$ cat config.mk
export PLATFORM = sky130hd
export DESIGN_NAME = branch_resolve_pipe
export DESIGN_NICKNAME = d
export VERILOG_FILES = /design/src/rtl/branch_resolve_pipe.sv
export SDC_FILE = /design/constraint.sdc
export NUM_CORES = 1
export LEC_CHECK = 0
export CAP_MARGIN = 20
export CORE_MARGIN = 5
export CORE_UTILIZATION = 53
export DETAILED_ROUTE_END_ITERATION = 10
export MAX_ROUTING_LAYER = met4
export PLACE_DENSITY = 0.88
export SYNTH_ARGS = -nofsm -noshare
export SYNTH_HDL_FRONTEND = slang
export SYNTH_SLANG_ARGS = --single-unit
$ cat constraint.sdc
create_clock -name clk -period 7.1 [get_ports clk]
set_input_delay 1.42 -clock clk [delete_from_list [all_inputs] [get_ports clk]]
set_output_delay 1.42 -clock clk [all_outputs]
set_load 0.05 [all_outputs]
$ cat src/rtl/branch_resolve_pipe.sv
`default_nettype none
// ============================================================================
// Module   : branch_resolve_pipe
// Brief    : Two-stage RV32 B-type branch resolution (decode/register, then
//            compare/target) with valid/ready on both sides and a saturating
//            taken counter. Optional macro BRANCH_PREDICT_EN adds a static
//            BTFN mispredict flag.
// Revision : 1.0
// ============================================================================
module branch_resolve_pipe #(
  parameter int XLEN  = 32,
  parameter int PC_W  = 32,
  parameter int CNT_W = 16
) (
  input  logic             clk,
  input  logic             rst,
  input  logic             flush,
  input  logic             in_valid,
  output logic             in_ready,
  input  logic [31:7]      instr,
  input  logic [PC_W-1:0]  pc,
  input  logic [XLEN-1:0]  rs1_data,
  input  logic [XLEN-1:0]  rs2_data,
  output logic             out_valid,
  input  logic             out_ready,
  output logic [4:0]       rs1_idx,
  output logic [4:0]       rs2_idx,
  output logic             taken,
  output logic [PC_W-1:0]  next_pc,
  output logic             illegal,
  output logic             misaligned,
  output logic             mispredict,
  output logic [CNT_W-1:0] taken_cnt
);

  localparam int c_imm_w = 13;

  logic [c_imm_w-1:0] w_imm13;
  logic [PC_W-1:0]    w_imm;
  logic               w_s2_adv;
  logic               w_accept;
  logic               w_s2_load;
  logic               w_retire;

  logic               r_s1_valid;
  logic [PC_W-1:0]    r_s1_pc;
  logic [PC_W-1:0]    r_s1_imm;
  logic [2:0]         r_s1_func3;
  logic [4:0]         r_s1_rs1_idx;
  logic [4:0]         r_s1_rs2_idx;
  logic [XLEN-1:0]    r_s1_a;
  logic [XLEN-1:0]    r_s1_b;

  logic               r_out_valid;
  logic [4:0]         r_rs1_idx;
  logic [4:0]         r_rs2_idx;
  logic               r_taken;
  logic [PC_W-1:0]    r_next_pc;
  logic               r_illegal;
  logic               r_misaligned;
  logic [CNT_W-1:0]   r_taken_cnt;

  logic [PC_W-1:0]    w_target;
  logic [PC_W-1:0]    w_seq_pc;
  logic               w_cond;
  logic               w_illegal;
  logic               w_taken;
  logic [PC_W-1:0]    w_next_pc;
  logic               w_misaligned;

  assign w_imm13   = {instr[31], instr[7], instr[30:25], instr[11:8], 1'b0};
  assign w_imm     = {{(PC_W-c_imm_w){w_imm13[c_imm_w-1]}}, w_imm13};

  assign w_s2_adv  = !r_out_valid || out_ready;
  assign in_ready  = !rst && (!r_s1_valid || w_s2_adv);
  // flush wins over both accept and retirement
  assign w_accept  = in_valid && in_ready && !flush;
  assign w_s2_load = r_s1_valid && w_s2_adv && !flush;
  assign w_retire  = r_out_valid && out_ready && !flush;

  always_ff @(posedge clk or posedge rst) begin
    if (rst) begin
      r_s1_valid   <= 1'b0;
      r_s1_pc      <= '0;
      r_s1_imm     <= '0;
      r_s1_func3   <= '0;
      r_s1_rs1_idx <= '0;
      r_s1_rs2_idx <= '0;
      r_s1_a       <= '0;
      r_s1_b       <= '0;
    end else if (flush) begin
      r_s1_valid   <= 1'b0;
    end else if (w_accept) begin
      r_s1_valid   <= 1'b1;
      r_s1_pc      <= pc;
      r_s1_imm     <= w_imm;
      r_s1_func3   <= instr[14:12];
      r_s1_rs1_idx <= instr[19:15];
      r_s1_rs2_idx <= instr[24:20];
      r_s1_a       <= rs1_data;
      r_s1_b       <= rs2_data;
    end else if (w_s2_adv) begin
      r_s1_valid   <= 1'b0;
    end
  end

  always_comb begin
    w_cond    = 1'b0;
    w_target  = r_s1_pc + r_s1_imm;
    w_seq_pc  = r_s1_pc + {{(PC_W-3){1'b0}}, 3'd4};
    w_illegal = (r_s1_func3[2:1] == 2'b01);
    case (r_s1_func3)
      3'b000:  w_cond = (r_s1_a == r_s1_b);
      3'b001:  w_cond = (r_s1_a != r_s1_b);
      3'b100:  w_cond = ($signed(r_s1_a) <  $signed(r_s1_b));
      3'b101:  w_cond = ($signed(r_s1_a) >= $signed(r_s1_b));
      3'b110:  w_cond = (r_s1_a <  r_s1_b);
      3'b111:  w_cond = (r_s1_a >= r_s1_b);
      default: w_cond = 1'b0;
    endcase
    w_taken      = w_cond && !w_illegal;
    w_next_pc    = w_taken ? w_target : w_seq_pc;
    w_misaligned = w_taken && w_target[1];
  end

  always_ff @(posedge clk or posedge rst) begin
    if (rst) begin
      r_out_valid  <= 1'b0;
      r_rs1_idx    <= '0;
      r_rs2_idx    <= '0;
      r_taken      <= 1'b0;
      r_next_pc    <= '0;
      r_illegal    <= 1'b0;
      r_misaligned <= 1'b0;
    end else if (flush) begin
      r_out_valid  <= 1'b0;
    end else if (w_s2_adv) begin
      r_out_valid  <= r_s1_valid;
      if (r_s1_valid) begin
        r_rs1_idx    <= r_s1_rs1_idx;
        r_rs2_idx    <= r_s1_rs2_idx;
        r_taken      <= w_taken;
        r_next_pc    <= w_next_pc;
        r_illegal    <= w_illegal;
        r_misaligned <= w_misaligned;
      end
    end
  end

  // counter sticks at all-ones instead of wrapping
  always_ff @(posedge clk or posedge rst) begin
    if (rst) begin
      r_taken_cnt <= '0;
    end else if (w_retire && r_taken && (r_taken_cnt != {CNT_W{1'b1}})) begin
      r_taken_cnt <= r_taken_cnt + {{(CNT_W-1){1'b0}}, 1'b1};
    end
  end

`ifdef BRANCH_PREDICT_EN
  logic r_mispredict;
  logic w_mispredict;

  // BTFN: backward (negative immediate) branches are predicted taken
  assign w_mispredict = (w_taken != r_s1_imm[PC_W-1]) && !w_illegal;

  always_ff @(posedge clk or posedge rst) begin
    if (rst) begin
      r_mispredict <= 1'b0;
    end else if (w_s2_load) begin
      r_mispredict <= w_mispredict;
    end
  end

  assign mispredict = r_out_valid && r_mispredict;
`else
  assign mispredict = 1'b0;
`endif

  assign out_valid  = r_out_valid;
  assign rs1_idx    = r_rs1_idx;
  assign rs2_idx    = r_rs2_idx;
  assign taken      = r_taken;
  assign next_pc    = r_next_pc;
  assign illegal    = r_illegal;
  assign misaligned = r_misaligned;
  assign taken_cnt  = r_taken_cnt;

endmodule
`default_nettype wire

==> results.cfg, run 1 <==
[yosys]
post_synth_inst_count = 977
yosysSeqAreaShare_pct = 46.05
ys.warnings.count = 0
synth_top_area_share_pct = 46.05
synth_top_cell_by_area = sky130_fd_sc_hd__dfrtp_1
number_of_enable_type_register_cells_in_the_synthesized_netlist = 0
syn-mean-instance-area_um2 = 10.23
postSynthRegisterBits = 184
ys.flop_type = sky130_fd_sc_hd__dfrtp_1
yosysUniqueCellTypes = 57
mappedNetlistNets = 1168
mappedNetlistArea_um2 = 10000
postSynth.asyncResetShare_pct = 100.0
post_synth_main_area_contributors = sky130_fd_sc_hd__dfrtp_1, sky130_fd_sc_hd__mux2_2, sky130_fd_sc_hd__ha_1

[clock_network]
cts_max_level = 4
worst_skew_pair.late_latency_ps = 430
postCtsHoldBufs = 0
postCtsSetupRepairBufs = 0
cts.sinks = 184
clk_transition_reported_paths_ps = 70
clock_tree.root_cell = sky130_fd_sc_hd__clkbuf_16
cts_repair_resize_count = 0
cts_max_path_buffers = 2
tritoncts = built
cts_buffers = 17

[sta]
layout_worst_path_cycle_share_pct = 62.67
fin_worst_skew_ps = 9.915
min_period_ps = 4450
maxSlewHeadroom_pct = 44.95
finalSetupViolations = 0
grt_setup_unrepaired = false
slew_violations = 0
hold_viol = 0
slew_worst_pin_ps = 825.7
timing.setup.tns_ps = 0
max_freq_mhz = 224.7

[route]
ant_nets = 0
vias = 7871
drt-pass1-iter-count = 5
remaining_drc_errors = 0
detailedRoute.firstIterationViolations = 445
drt-wirelength-per-cell_um = 16.86
drt-vias-per-instance = 5.602
wirelength_mm = 23.69

[final_layout]
post_route_cells_drive_above_1_share_pct = 11.62
fin_nets = 1348
num-fill-cells = 1418
syn_to_final_growth_pct = 27.04
final-seq-area_um2 = 4604
multiInputGateArea_um2 = 5061

[critical_path]
timing.critical_path.max_delay_family = buffers and inverters
r2r_cells = 11
crit_path_end_kind = primary output
worst-path-buf-inv = 2
cp_max_fo = 3
slowest_stage = sky130_fd_sc_hd__clkdlybuf4s50_1
cp.arrival_ps = 3030
cp_cell_sequence = clkdlybuf4s50_1 -> nor2b_1 -> a21oi_1 -> clkdlybuf4s50_1
cp_num_cells = 4
required_arrival_time_at_the_worst_endpoint_ps = 5680
critical_path_class = in -> out
worstSetupStartpointType = input port
crit_top_cell = sky130_fd_sc_hd__clkdlybuf4s50_1
critical_path.max_stage_delay_ps = 830

[power]
vdd_ir_drop_max_mv = 0.1653
final_total_pwr_mw = 4.218
power_density_nw_per_um2 = 332.0
power.leakage_nw = 5.577

[floorplanning]
die_height_um = 147.4
placementRows = 50
initial_core_util_pct = 53.64
ioPinCount = 190
core_region_area_um2 = 18640
design.die.area_um2 = 21710
chipWidth_um = 147.4

[status]
status = finished clean

[global_route]
antenna_violations_before_repair = 1
largest_net_degree_at_the_start_of_global_routing = 160
gr-total-overflow = 0
grt_pass1_vias = 8031
grt_first_pass_wirelength_mm = 39.81
grt_util_all_layers_pct = 22.99

[placed_design]
routability_driven_placement_congestion_ratio = 0.8827
detailedPlacementHpwl_mm = 17.42
place.port_buffers = 188

[job]
drv_cap = 0

[hold_path]
worstHoldPathCells = 2
min-delay-path-class = reg -> reg
[logic make-up (layout without fill, tap and decap cells)]
logic type / after synthesis / count (layout) / share of synthesized area, %
XOR/XNOR: 68 / 68 / 5.956
adder cells (fa/ha/maj): 65 / 65 / 8.208
AO/OA/AOI/OAI: 187 / 187 / 11.94
buffers and inverters: 83 / 276 / 3.428
AND/OR/NAND/NOR: 286 / 286 / 13.01
other: 1 / 2 / 0.03750
multiplexers: 103 / 103 / 11.37
flip-flops: 184 / 184 / 46.05
[cell usage after synthesis (8+ instances only)]
| master | count |
|---|---|
| sky130_fd_sc_hd__dfrtp_1 | 184 |
| sky130_fd_sc_hd__a21o_1 | 12 |
| sky130_fd_sc_hd__nor2_1 | 43 |
| sky130_fd_sc_hd__o311ai_1 | 8 |
| sky130_fd_sc_hd__buf_1 | 8 |
| sky130_fd_sc_hd__and3_1 | 14 |
| sky130_fd_sc_hd__xor2_1 | 23 |
| sky130_fd_sc_hd__nand4_1 | 19 |
| sky130_fd_sc_hd__nor2b_1 | 8 |
| sky130_fd_sc_hd__mux2i_1 | 18 |
| sky130_fd_sc_hd__nand3_1 | 29 |
| sky130_fd_sc_hd__inv_1 | 49 |
| sky130_fd_sc_hd__o21ai_0 | 55 |
| sky130_fd_sc_hd__o21ai_1 | 19 |
| sky130_fd_sc_hd__ha_1 | 64 |
| sky130_fd_sc_hd__clkbuf_1 | 20 |
| sky130_fd_sc_hd__mux2_2 | 85 |
| sky130_fd_sc_hd__xnor2_1 | 45 |
| sky130_fd_sc_hd__a21oi_1 | 37 |
| sky130_fd_sc_hd__nand2_1 | 143 |
[sequential cells by signal (all words and copies together) (netlist names), 3 cells and up]
signal	cells
next_pc	32
r_s1_a	32
r_s1_b	32
r_s1_pc	32
taken_cnt	16
r_s1_imm	12
r_s1_rs1_idx	5
r_s1_rs2_idx	5
rs1_idx	5
rs2_idx	5
r_s1_func3	3
[cells in the final DEF (no fill, tap or decap), types with 37 or more instances in the layout]
master | synthesis | final
sky130_fd_sc_hd__nor2_1 | 43 | 42
sky130_fd_sc_hd__xnor2_1 | 45 | 45
sky130_fd_sc_hd__clkdlybuf4s50_1 | 0 | 188
sky130_fd_sc_hd__a21oi_1 | 37 | 37
sky130_fd_sc_hd__mux2_2 | 85 | 85
sky130_fd_sc_hd__o21ai_0 | 55 | 55
sky130_fd_sc_hd__inv_1 | 49 | 48
sky130_fd_sc_hd__ha_1 | 64 | 64
sky130_fd_sc_hd__dfrtp_1 | 184 | 184
sky130_fd_sc_hd__nand2_1 | 143 | 143
[metrics by stage]
stage          hold slack (ps)  std cells  utilization [%]  area [um^2]  setup slack, ps
6_report                 476.2       1405            68.14        12700             2650
5_1_grt                  500.6       1405            68.14        12700             2599
3_5_place_dp             462.4       1371            64.83        12090             2647
3_3_place_gp             442.6       1371            64.83        12090             2688
4_1_cts                  480.9       1403            67.98        12670             2646
2_1_floorplan            434.8        977                -        10000            679.6
[routing by layer]
| metal | track usage (%) | part of all wire [%] | vias up |
|---|---|---|---|
| met5 | - | 0 | - |
| met4 | 7.130 | 2.1 | 0 |
| met1 | 28.82 | 43 | 3788 |
| met3 | 4.411 | 5.6 | 39 |
| li1 | - | - | 3807 |
| met2 | 38.04 | 49 | 237 |
[worst paths after layout]
check / from / slack, ps / endpoint
min in group asynchronous: rst / 1410 / r_s1_valid
max in group asynchronous: rst / 4590 / r_s1_a[0]
setup / recovery: out_ready / 2650 / in_ready
hold / removal: illegal / 480 / illegal
setup reg to reg: r_s1_imm[12] / 3270 / next_pc[30]
hold reg to reg: illegal / 480 / illegal
[worst register-to-register path, stage by stage (launching register included)]
cell	delay (ps)
sky130_fd_sc_hd__dfrtp_1	810
sky130_fd_sc_hd__ha_1	410
sky130_fd_sc_hd__a21oi_1	390
sky130_fd_sc_hd__o21ai_0	220
sky130_fd_sc_hd__a221oi_1	410
sky130_fd_sc_hd__nor2b_1	80
sky130_fd_sc_hd__a221oi_1	400
sky130_fd_sc_hd__a21oi_1	190
sky130_fd_sc_hd__a21o_1	220
sky130_fd_sc_hd__a21oi_1	170
sky130_fd_sc_hd__xnor2_1	90
sky130_fd_sc_hd__a221o_1	320
[layout make-up]
type                    instances  share of cell area [%]
clock buffers                  20                   3.595
repair buffers                195                   15.48
diodes                          1                 0.01970
multi-input cells             710                   39.84
well taps                     234                   2.305
clock inverters                12                   1.024
inverters                      49                   1.487
flip-flops and latches        184                   36.25
[power breakdown]
group          switching [mW]  internal, mW
Combinational            1.08         0.744
Sequential              0.185          1.28
Clock                   0.438         0.488
Power figures use the tool's default switching activity.
==> run 2, diff against run 1 <==
--- a/config.mk
+++ b/config.mk
@@ -7,10 +7,10 @@
 export LEC_CHECK = 0
 export CAP_MARGIN = 20
 export CORE_MARGIN = 5
-export CORE_UTILIZATION = 53
+export CORE_UTILIZATION = 48
 export DETAILED_ROUTE_END_ITERATION = 10
 export MAX_ROUTING_LAYER = met4
-export PLACE_DENSITY = 0.88
+export PLACE_DENSITY = 0.85
 export SYNTH_ARGS = -nofsm -noshare
 export SYNTH_HDL_FRONTEND = slang
 export SYNTH_SLANG_ARGS = --single-unit
==> constraint.sdc (replaced) <==
create_clock -name clk -period 3.92 [get_ports clk]
set_input_delay 0.784 -clock clk [delete_from_list [all_inputs] [get_ports clk]]
set_output_delay 0.784 -clock clk [all_outputs]
set_load 0.05 [all_outputs]
==> results.cfg, run 2 (same netlist as run 1, synthesis figures left out) <==
[clock_network]
postCtsSetupRepairBufs = 0
cts.sinks = 184
postCtsHoldBufs = 0
cts_buffers = 17
cts_max_path_buffers = 2
clock_tree.root_cell = sky130_fd_sc_hd__clkbuf_16
clk_transition_reported_paths_ps = 70
cts_repair_resize_count = 0
cts_max_level = 4
worst_skew_pair.late_latency_ps = 430
tritoncts = built

[route]
ant_nets = 0
remaining_drc_errors = 0
drt-pass1-iter-count = 5
drt-wirelength-per-cell_um = 16.70
wirelength_mm = 24.11
vias = 7901
detailedRoute.firstIterationViolations = 448
drt-vias-per-instance = 5.472

[floorplanning]
die_height_um = 154.3
ioPinCount = 190
chipWidth_um = 154.3
placementRows = 52
initial_core_util_pct = 49.10
core_region_area_um2 = 20360
design.die.area_um2 = 23820

[critical_path]
crit_path_end_kind = flop
cp_max_fo = 7
worst-r2r-setup-slack_ps = 430
cp.arrival_ps = 3790
required_arrival_time_at_the_worst_endpoint_ps = 4230
critical_path_class = reg -> reg
worstSetupStartpointType = flop

[power]
clock_power_share_pct = 22.4
power.share.combinational_pct = 43.1
power_density_nw_per_um2 = 603.3
cellInternalPower_mw = 4.658
netSwitchingPower_mw = 3.062
vdd_ir_drop_max_mv = 0.2942
swShare_pct = 39.66
power.leakage_nw = 5.609
final_total_pwr_mw = 7.720
sequential_fraction_of_design_power_pct = 34.4

[job]
drv_cap = 0

[status]
status = finished clean

[final_layout]
fin_nets = 1352
number_of_cells_in_the_finished_layout_apart_from_fillers = 1444
post_route_cells_drive_above_1_share_pct = 11.85
syn_to_final_growth_pct = 27.97
mostFrequentLayoutCells = sky130_fd_sc_hd__clkdlybuf4s50_1, sky130_fd_sc_hd__dfrtp_1, sky130_fd_sc_hd__nand2_1
fin_area_um2 = 12800
layout_commonest_cell = sky130_fd_sc_hd__clkdlybuf4s50_1

[global_route]
gr-total-overflow = 0
antenna_violations_before_repair = 1
grt_util_all_layers_pct = 20.93
grt_first_pass_wirelength_mm = 39.74
grt_pass1_vias = 7983
largest_net_degree_at_the_start_of_global_routing = 111

[placed_design]
place.detailed.instances = 1412
routability_driven_placement_congestion_ratio = 0.9008
pre_cts_ws_ps = 452.9
post_detailed_placement_cell_area_um2 = 12210
detailedPlacementHpwl_mm = 18.26
place.port_buffers = 188

[sta]
maxSlewHeadroom_pct = 44.08
grt_setup_unrepaired = false
min_period_ps = 3485
fin_worst_skew_ps = 13.12
max_freq_mhz = 286.9
slew_worst_pin_ps = 838.8
hold_viol = 0
layout_worst_path_cycle_share_pct = 88.90
finalSetupViolations = 0
timing.setup.tns_ps = 0
setup_ws_ps = 435.0
slew_violations = 0

[hold_path]
min-delay-path-class = reg -> reg
[run 2: path summary, 6_finish.rpt]
path	start	to	depth (start not counted)
setup / recovery	r_s1_pc[14]	next_pc[29]	10
hold / removal	r_s1_rs1_idx[4]	rs1_idx[4]	2
setup reg to reg	r_s1_pc[14]	next_pc[29]	10
hold reg to reg	r_s1_rs1_idx[4]	rs1_idx[4]	2
max in group asynchronous	rst	illegal	3
min in group asynchronous	rst	r_s1_valid	3
[run 2: area by class of cell]
| cell class | instances | area (um^2) |
|---|---|---|
| Antenna cell | 1 | 2.502 |
| Inverter | 49 | 187.7 |
| Fill cell | 1617 | 7569 |
| Clock buffer | 18 | 429.2 |
| Multi-Input combinational cell | 710 | 5061 |
| Sequential cell | 184 | 4604 |
| Timing Repair Buffer | 199 | 2014 |
| Tap cell | 270 | 337.8 |
| Clock inverter | 13 | 158.9 |
[run 2: worst max-delay path: stages, from the launching register on]
cell and delay, ps:
sky130_fd_sc_hd__dfrtp_1 460, sky130_fd_sc_hd__ha_1 410, sky130_fd_sc_hd__a21o_1 220, sky130_fd_sc_hd__a21o_1 190, sky130_fd_sc_hd__a2111oi_0 510, sky130_fd_sc_hd__a32oi_1 280, sky130_fd_sc_hd__a211oi_2 320, sky130_fd_sc_hd__o311ai_1 230
sky130_fd_sc_hd__a31o_1 280, sky130_fd_sc_hd__xor2_1 140, sky130_fd_sc_hd__a221o_1 320
[run 2: through the flow]
stage	hold WS [ps]	util, %
6_report	463.0	62.83
5_1_grt	483.9	62.83
4_1_cts	465.0	62.82
3_5_place_dp	453.7	59.93
3_3_place_gp	440.9	59.93
2_1_floorplan	434.8	-
[run 2: per-layer routing]
| metal | global-route usage [%] | vias to the layer above | wire length, um |
|---|---|---|---|
| li1 | - | 3820 | - |
| met1 | 27.06 | 3815 | 10690 |
| met2 | 32.36 | 227 | 11260 |
| met3 | 5.141 | 39 | 1546 |
| met4 | 7.317 | 0 | 614 |
| met5 | - | - | 0 |
[run 2: power groups by stage]
stage               registers (mW)  clock network, mW  logic, mW
floorplan                     3.31                  0       1.66
global placement              2.67                  0       3.23
detailed placement            2.69                  0       3.32
CTS                           2.65               1.77       3.34
global route                  2.71               1.86       3.61
finish                        2.66               1.73       3.33
==> run 3, diff against run 2 <==
--- a/config.mk
+++ b/config.mk
@@ -10,7 +10,7 @@
 export CORE_UTILIZATION = 48
 export DETAILED_ROUTE_END_ITERATION = 10
 export MAX_ROUTING_LAYER = met4
-export PLACE_DENSITY = 0.85
+export PLACE_DENSITY = 0.78
 export SYNTH_ARGS = -nofsm -noshare
 export SYNTH_HDL_FRONTEND = slang
 export SYNTH_SLANG_ARGS = --single-unit
==> results.cfg, run 3 (same netlist as run 1, synthesis figures left out) <==
[status]
status = finished clean

[clock_network]
postCtsSetupRepairBufs = 0
clock_tree.root_cell = sky130_fd_sc_hd__clkbuf_16
worst_skew_pair.late_latency_ps = 440
cts_repair_resize_count = 0
cts_max_level = 4
cts.sinks = 184
cts_buffers = 17
clk_transition_reported_paths_ps = 70
tritoncts = built
postCtsHoldBufs = 0
cts_max_path_buffers = 2

[critical_path]
critical_path_class = reg -> reg
worstSetupStartpointType = flop
cp.arrival_ps = 3770
crit_path_end_kind = flop
crit_top_cell = sky130_fd_sc_hd__a221o_1
cp_max_fo = 44
critical_path.max_stage_delay_ps = 400
worst-path-buf-inv = 1
required_arrival_time_at_the_worst_endpoint_ps = 4230
cp_cell_sequence = ha_1 -> a21oi_1 -> o21ai_1 -> a221o_1 -> or3_1 -> a221o_1 -> a21oi_2 -> o21ai_1 -> a21oi_4 -> buf_12 -> nor2_1 -> a221o_1
timing.critical_path.max_delay_family = compound AO/OA/AOI/OAI gates
slowest_stage = sky130_fd_sc_hd__or3_1

[final_layout]
post_route_cells_drive_above_1_share_pct = 12.01
layout_commonest_cell = sky130_fd_sc_hd__clkdlybuf4s50_1
mostFrequentLayoutCells = sky130_fd_sc_hd__clkdlybuf4s50_1, sky130_fd_sc_hd__dfrtp_1, sky130_fd_sc_hd__nand2_1
syn_to_final_growth_pct = 28.87
final-seq-area_um2 = 4604
num-fill-cells = 1658
fin_nets = 1352
multiInputGateArea_um2 = 5061

[power]
swShare_pct = 39.90
netSwitchingPower_mw = 3.114
cellInternalPower_mw = 4.690
power_density_nw_per_um2 = 605.6
sequential_fraction_of_design_power_pct = 34.0
clock_power_share_pct = 23.6
power.leakage_nw = 5.640
vdd_ir_drop_max_mv = 0.2912
power.share.combinational_pct = 42.3

[global_route]
gr-total-overflow = 0
antenna_violations_before_repair = 2
grt_first_pass_wirelength_mm = 39.31
largest_net_degree_at_the_start_of_global_routing = 122
grt_pass1_vias = 7810
grt_util_all_layers_pct = 20.86

[route]
vias = 7820
ant_nets = 0
wirelength_mm = 24.01
detailedRoute.firstIterationViolations = 372
drt-wirelength-per-cell_um = 16.60
drt-vias-per-instance = 5.408
remaining_drc_errors = 0
drt-pass1-iter-count = 5

[job]
drv_cap = 0

[sta]
slew_worst_pin_ps = 946.6
timing.setup.tns_ps = 0
max_freq_mhz = 289.7
layout_worst_path_cycle_share_pct = 88.05
finalSetupViolations = 0
maxSlewHeadroom_pct = 36.76
fin_worst_skew_ps = 14.26
grt_setup_unrepaired = false
min_period_ps = 3452
setup_ws_ps = 468.3
slew_violations = 0
hold_viol = 0

[floorplanning]
die_height_um = 154.3
design.die.area_um2 = 23820
ioPinCount = 190
chipWidth_um = 154.3
initial_core_util_pct = 49.10
core_region_area_um2 = 20360
placementRows = 52

[hold_path]
min-delay-path-class = reg -> reg

[placed_design]
routability_driven_placement_congestion_ratio = 0.8515
place.port_buffers = 188
pre_cts_ws_ps = 472.5
detailedPlacementHpwl_mm = 17.92
## run 3: final timing paths
check                           from           to  slack, ps  cells past startpoint
hold / removal               illegal      illegal        470                      2
max in group asynchronous        rst  next_pc[24]       2220                      3
setup reg to reg           r_s1_a[7]   next_pc[4]        470                     12
hold reg to reg              illegal      illegal        470                      2
setup / recovery           r_s1_a[7]   next_pc[4]        470                     12
min in group asynchronous        rst        taken        940                      2
## run 3: cell type report
cell class                 instances  area share (%)
tap                              270           2.622
clock buffer                      17           3.301
inverter                          49           1.456
multi-input combinational        710           39.28
sequential                       184           35.73
antenna                            2         0.03884
clock inverter                    15           1.748
timing repair buffer             199           15.83
## run 3: tightest hold or removal path, stage by stage (launching register included)
cell,delay (ps)
sky130_fd_sc_hd__dfrtp_1,340
sky130_fd_sc_hd__nand2_1,50
sky130_fd_sc_hd__nand2_1,40
## run 3: per-layer routing
metal	up-vias	GRT usage, %	routed length [um]	part of all wire [%]
li1	3826	-	-	-
met1	3727	26.51	10610	44
met2	219	32.36	11200	47
met3	48	5.141	1437	6.0
met4	0	8.116	754	3.1
met5	-	-	0	0
## run 3: power groups by stage
stage          combinational (mW)  clock (mW)  sequential [mW]
2_1_floorplan                1.66           0             3.31
3_3_place_gp                 3.24           0             2.67
3_5_place_dp                 3.30           0             2.69
4_1_cts                      3.32        1.89             2.65
5_1_grt                      3.59        1.96             2.71
6_report                     3.30        1.85             2.65
## run 3: through the flow
stage          hold slack, ps  cells  power [mW]  utilization, %  instance area (um^2)
5_1_grt                 493.8   1446       8.270           63.28                 12890
2_1_floorplan           434.8    977       4.971               -                 10000
4_1_cts                 467.2   1444       7.860           63.25                 12880
3_5_place_dp            446.9   1412       5.987           60.06                 12230
6_report                466.2   1446       7.804           63.28                 12890
3_3_place_gp            441.9   1412       5.911           60.06                 12230
